## src/rtl/cache_pkg.sv

```systemverilog
// Shared constants and FSM encoding for the cache miss/fill path.
package cache_pkg;

    localparam int unsigned BLOCK_OFFSET_BITS = 4;
    localparam int unsigned WORD_BYTES        = 2;
    localparam int unsigned WORDS_PER_BLOCK   = 8;

    localparam int unsigned STATE_WIDTH = 1;
    typedef logic [STATE_WIDTH-1:0] state_t;

    localparam state_t IDLE = 1'b0;
    localparam state_t FILL = 1'b1;

endpackage

```

## src/rtl/cache_fill_fsm_counter.sv

```systemverilog
// Saturating up-counter with synchronous clear; tracks words requested or returned in a fill.
module fill_counter #(
    parameter int unsigned CNT_WIDTH = 4,
    parameter int unsigned MAX_COUNT = 8
) (
    input  logic                 clk,
    input  logic                 rst,
    input  logic                 clear,
    input  logic                 enable,
    output logic [CNT_WIDTH-1:0] count,
    output logic                 at_max_c
);

    localparam logic [CNT_WIDTH-1:0] MAX_VAL = CNT_WIDTH'(MAX_COUNT);

    assign at_max_c = (count == MAX_VAL);

    // Clear wins over enable so a new fill always starts from word 0.
    always_ff @(posedge clk or posedge rst) begin
        if (rst) begin
            count <= '0;
        end else if (clear) begin
            count <= '0;
        end else if (enable && !at_max_c) begin
            count <= count + CNT_WIDTH'(1);
        end
    end

endmodule

```

## src/rtl/cache_fill_fsm.sv

```systemverilog
// Cache miss handler: fetches an 8-word block from main memory, streams each returned word
// into the data array and writes the tag alongside the last word.
module cache_fill_fsm #(
    parameter int unsigned ADDR_WIDTH      = 16,
    parameter int unsigned WORDS_PER_BLOCK = 8,
    parameter int unsigned CNT_WIDTH       = 4
) (
    input  logic                  clk,
    input  logic                  rst,
    input  logic                  miss_detected,
    input  logic [ADDR_WIDTH-1:0] miss_address,
    input  logic                  memory_data_valid,
    output logic                  fsm_busy,
    output logic                  mem_enable,
    output logic [ADDR_WIDTH-1:0] mem_req_address,
    output logic [ADDR_WIDTH-1:0] memory_address,
    output logic                  write_data_array,
    output logic                  write_tag_array
);

    import cache_pkg::*;

    localparam int unsigned WORD_IDX_BITS = $clog2(WORDS_PER_BLOCK);
    localparam int unsigned BYTE_BITS     = $clog2(WORD_BYTES);
    localparam int unsigned BASE_BITS     = ADDR_WIDTH - BLOCK_OFFSET_BITS;

    localparam logic [CNT_WIDTH-1:0] LAST_WORD = CNT_WIDTH'(WORDS_PER_BLOCK - 1);

    state_t                 state;
    state_t                 next_state;
    logic [BASE_BITS-1:0]   base_hi;
    logic [BASE_BITS-1:0]   next_base_hi;
    logic [CNT_WIDTH-1:0]   req_cnt;
    logic [CNT_WIDTH-1:0]   ret_cnt;
    logic                   req_done_c;
    logic                   ret_done_c;
    logic                   cnt_clear;
    logic                   req_step;
    logic                   ret_step;

    // Only the block-aligned part of the miss address is kept.
    logic unused_offset;
    assign unused_offset = ^miss_address[BLOCK_OFFSET_BITS-1:0];

    fill_counter #(
        .CNT_WIDTH (CNT_WIDTH),
        .MAX_COUNT (WORDS_PER_BLOCK)
    ) u_req_cnt (
        .clk      (clk),
        .rst      (rst),
        .clear    (cnt_clear),
        .enable   (req_step),
        .count    (req_cnt),
        .at_max_c (req_done_c)
    );

    fill_counter #(
        .CNT_WIDTH (CNT_WIDTH),
        .MAX_COUNT (WORDS_PER_BLOCK)
    ) u_ret_cnt (
        .clk      (clk),
        .rst      (rst),
        .clear    (cnt_clear),
        .enable   (ret_step),
        .count    (ret_cnt),
        .at_max_c (ret_done_c)
    );

    always_ff @(posedge clk or posedge rst) begin
        if (rst) begin
            state   <= IDLE;
            base_hi <= '0;
        end else begin
            state   <= next_state;
            base_hi <= next_base_hi;
        end
    end

    // Word addresses only vary in the in-block offset, so a fill never leaves its block.
    always_comb begin
        next_state       = state;
        next_base_hi     = base_hi;
        cnt_clear        = 1'b0;
        req_step         = 1'b0;
        ret_step         = 1'b0;
        fsm_busy         = 1'b0;
        mem_enable       = 1'b0;
        mem_req_address  = '0;
        memory_address   = '0;
        write_data_array = 1'b0;
        write_tag_array  = 1'b0;

        case (state)
            IDLE: begin
                if (miss_detected) begin
                    next_base_hi = miss_address[ADDR_WIDTH-1:BLOCK_OFFSET_BITS];
                    cnt_clear    = 1'b1;
                    next_state   = FILL;
                end
            end

            FILL: begin
                fsm_busy       = 1'b1;
                memory_address = {base_hi, ret_cnt[WORD_IDX_BITS-1:0], BYTE_BITS'(0)};
                if (!req_done_c) begin
                    mem_enable      = 1'b1;
                    req_step        = 1'b1;
                    mem_req_address = {base_hi, req_cnt[WORD_IDX_BITS-1:0], BYTE_BITS'(0)};
                end
                if (memory_data_valid && !ret_done_c) begin
                    write_data_array = 1'b1;
                    ret_step         = 1'b1;
                    if (ret_cnt == LAST_WORD) begin
                        write_tag_array = 1'b1;
                        next_state      = IDLE;
                    end
                end
            end

            default: begin
                next_state = IDLE;
            end
        endcase
    end

endmodule

```

## config.mk

```make
export PLATFORM = sky130hd
export DESIGN_NAME = cache_fill_fsm
export DESIGN_NICKNAME = d
export VERILOG_FILES = /design/src/rtl/cache_pkg.sv /design/src/rtl/cache_fill_fsm_counter.sv /design/src/rtl/cache_fill_fsm.sv
export SDC_FILE = /design/constraint.sdc
export NUM_CORES = 1
export LEC_CHECK = 0
export BUFFER_PORTS_ARGS = -buffer_cell sky130_fd_sc_hd__buf_2
export CAP_MARGIN = 20
export CORE_MARGIN = 8
export CORE_UTILIZATION = 37
export DETAILED_ROUTE_END_ITERATION = 16
export HOLD_SLACK_MARGIN = 0.06
export PLACE_DENSITY = 0.74
export SLEW_MARGIN = 20
export SYNTH_ARGS = -nofsm -noshare
export SYNTH_HDL_FRONTEND = slang
export SYNTH_HIERARCHICAL = 1
export SYNTH_SLANG_ARGS = --single-unit
```

## constraint.sdc

```tcl
create_clock -name clk -period 3.2 [get_ports clk]
set_clock_uncertainty 0.05 [all_clocks]
set_input_delay 0.64 -clock clk [delete_from_list [all_inputs] [get_ports clk]]
set_output_delay 0.64 -clock clk [all_outputs]
set_load 0.005 [all_outputs]
```

==> impl_metrics.tcl <==
set metrics [dict create \
    status "completed" \
    path_class "flip-flop to primary output" \
    synth_seq_area_share_pct 40.7 \
    vias_per_cell 4.55 \
    yosysMostFrequentCell "and2_1" \
    portBuffers 49 \
    syn_avg_cell_area_um2 10.8 \
    synthArstFlopShare_pct 100 \
    chipHeight_um 75.1 \
    clk_pin_slew_ns 0.12 \
    cts_made_buffers 3 \
    final_cell_count_no_fill 214 \
    nFillCells 318 \
    yosys-top-cells-area "dfrtp_1 41%, mux2_4 13%, and2_1 12%" \
    dr.pass1.iters 4 \
    dieWidth_um 75.1 \
    min_period_ns 2.52 \
    cts_hold_buf 0 \
    cts_max_path_buffers 2 \
    power_density_mw_per_mm2 950 \
    clock-sinks 21 \
    core_area_mm2 0.00334 \
    drc 0 \
    syn2layout_area_growth_pct 21.4 \
    grt_use_total_pct 10.0 \
    synth-edff-count 0 \
    antenna_found_initial 0 \
    p_leak_nw 0.827 \
    synth_seq_cells 21 \
    ir_worst_vdd_mv 0.268 \
    post_drt_wl_per_cell_um 12.9 \
    place_inst 210 \
    swShare_pct 36.6 \
    tns_ns 0 \
    start_util_pct 38.7 \
    drive_gt1_share_pct 44.6 \
    syn_area_mm2 0.00129 \
    syn-instance-count 120 \
    yosysWarnings 6 \
    fin_util_pct 47.0 \
    setup_violations 0 \
    rsz0062_at_grt "false" \
    maxCapViolations 0 \
    hold_violations 0 \
    place_hpwl_um 2100 \
    std_cell_rows 21 \
    layout.nets 193 \
    startpoint_type "flip-flop" \
    tightest_slew_ns 0.674 \
    synth_top_area_share_pct 40.7 \
    period_share_pct 78.8 \
    cp_data_arrival_time_ns 1.83 \
    clock_latency_ns 0.29 \
    cts-root-buf "clkbuf_4" \
    grt_pass1_wl_um 4400 \
    clkPwrFrac_pct 8.2 \
    grt_max_degree 25 \
    power_frac_seq_pct 35.4 \
    worstPathRequired_ns 2.51 \
    detail-route-antenna-nets 0 \
    gp_congestion 0.741 \
    synthFlopType "dfrtp_1" \
    fmax_ghz 0.397 \
    drt_iter0_markers 28 \
    intPower_mw 0.944 \
    max-slew-margin-rel_pct 55.0 \
    io_pins 56 \
    cts_resized 0 \
    post-cts-setup-buffers 0 \
    grt-ovfl-total 0 \
    combPwrFrac_pct 56.4 \
    antenna_cells 0 \
    hold_path_class "input pin to asynchronous set/reset pin" \
    finalMaxSlewViolations 0 \
    yosys-top-cells-count "25 x and2_1, 21 x dfrtp_1, 11 x mux2_4, 9 x nor2_1, 7 x inv_1" \
    dieArea_mm2 0.00564 \
    tritoncts "yes" \
    synth.distinct_cells 26 \
    h-tree-depth 1 \
    vias 974 \
    p_sw_mw 0.545 \
    totalWireLength_um 2750 \
    critPathMaxFanout 7 \
    synth_top_cell_by_area "dfrtp_1" \
    grt_pass1_vias 1019 \
    end_kind "primary output" \
]
power by group through the flow:
stage	Clock, mW	Combinational (mW)	Sequential (mW)
after CTS	0.128	0.862	0.528
after global routing	0.139	0.938	0.555
after detailed placement	0	0.859	0.531
final	0.123	0.840	0.527
after floorplan	0	0.588	0.483
after global placement	0	0.838	0.528
area by class of cell:
type                    count  area, um^2  share of cell area [%]
multi-input cells          87         686                    43.7
inverters                   7        26.3                    1.68
flip-flops and latches     21         526                    33.5
clock buffers               3        22.5                    1.44
clock inverters             1        5.00                   0.319
well taps                  46        57.6                    3.67
repair buffers             49         245                    15.6
worst paths after layout:
check	startpoint	slack, ns	cells past startpoint	end
worst max-delay path	u_ret_cnt/count[0]	0.68	7	write_tag_array
worst min-delay path	rst	0.18	2	u_req_cnt/count[1]
worst max register to register	u_req_cnt/count[1]	1.31	8	u_req_cnt/count[2]
worst min register to register	base_hi[7]	0.48	1	base_hi[7]
max in group asynchronous	rst	2.45	2	base_hi[4]
min in group clk	base_hi[7]	0.48	1	base_hi[7]
kinds of logic (layout without fill, tap and decap cells):
| family | after synthesis | count (layout) | share of synthesized area, % |
|---|---|---|---|
| compound gates | 5 | 5 | 2.62 |
| xor+xnor | 2 | 2 | 1.36 |
| fa+ha+maj | 4 | 4 | 3.88 |
| buf+inv | 13 | 60 | 6.49 |
| flops | 21 | 21 | 40.7 |
| mux | 16 | 16 | 17.0 |
| other cells | 1 | 2 | 0.290 |
| simple gates | 58 | 58 | 27.7 |
critical path: stages, from the launching register on:
cell     delay, ns
dfrtp_1       0.48
inv_1         0.09
ha_1          0.21
nand2_1       0.10
nor2_1        0.04
and3b_2       0.29
and4_1        0.21
buf_2         0.11
per-layer routing:
metal / wire length (um) / global-route usage (%) / part of all wire (%) / up-vias
met5: 0 / 0 / 0 / -
met4: 27 / 4.57 / 0.98 / 0
met3: 301 / 2.26 / 11 / 2
met2: 1340 / 18.4 / 49 / 35
met1: 1080 / 10.5 / 39 / 455
li1: - / - / - / 482
through the flow:
step	area, um^2	hold WS [ns]	worst slack, ns	power (mW)
detailed placement	1540	0.453	1.02	1.39
global placement	1540	0.453	1.02	1.37
CTS	1570	0.179	0.665	1.52
global route	1570	0.175	0.510	1.63
floorplan	1290	0.356	1.27	1.07
finish	1570	0.182	0.679	1.49
state kept, by name (all words and copies together), names as in the netlist:
name and flops:
base_hi 12, state 1, u_req_cnt/count 4, u_ret_cnt/count 4
cell usage in the layout (no fill, tap or decap), drive strengths merged:
master,n
and2,30
clkbuf,3
and3b,1
nor2,9
ha,4
or3b,2
xor2,2
a41oi,1
a21oi,2
buf,49
dfrtp,21
nor2b,3
inv,7
mux2,14
o21a,2
clkinv,1
nand2b,4
conb,2
nand2,6
nand4,2
mux2i,2
and4,1
(Power assumes the default switching activity.)
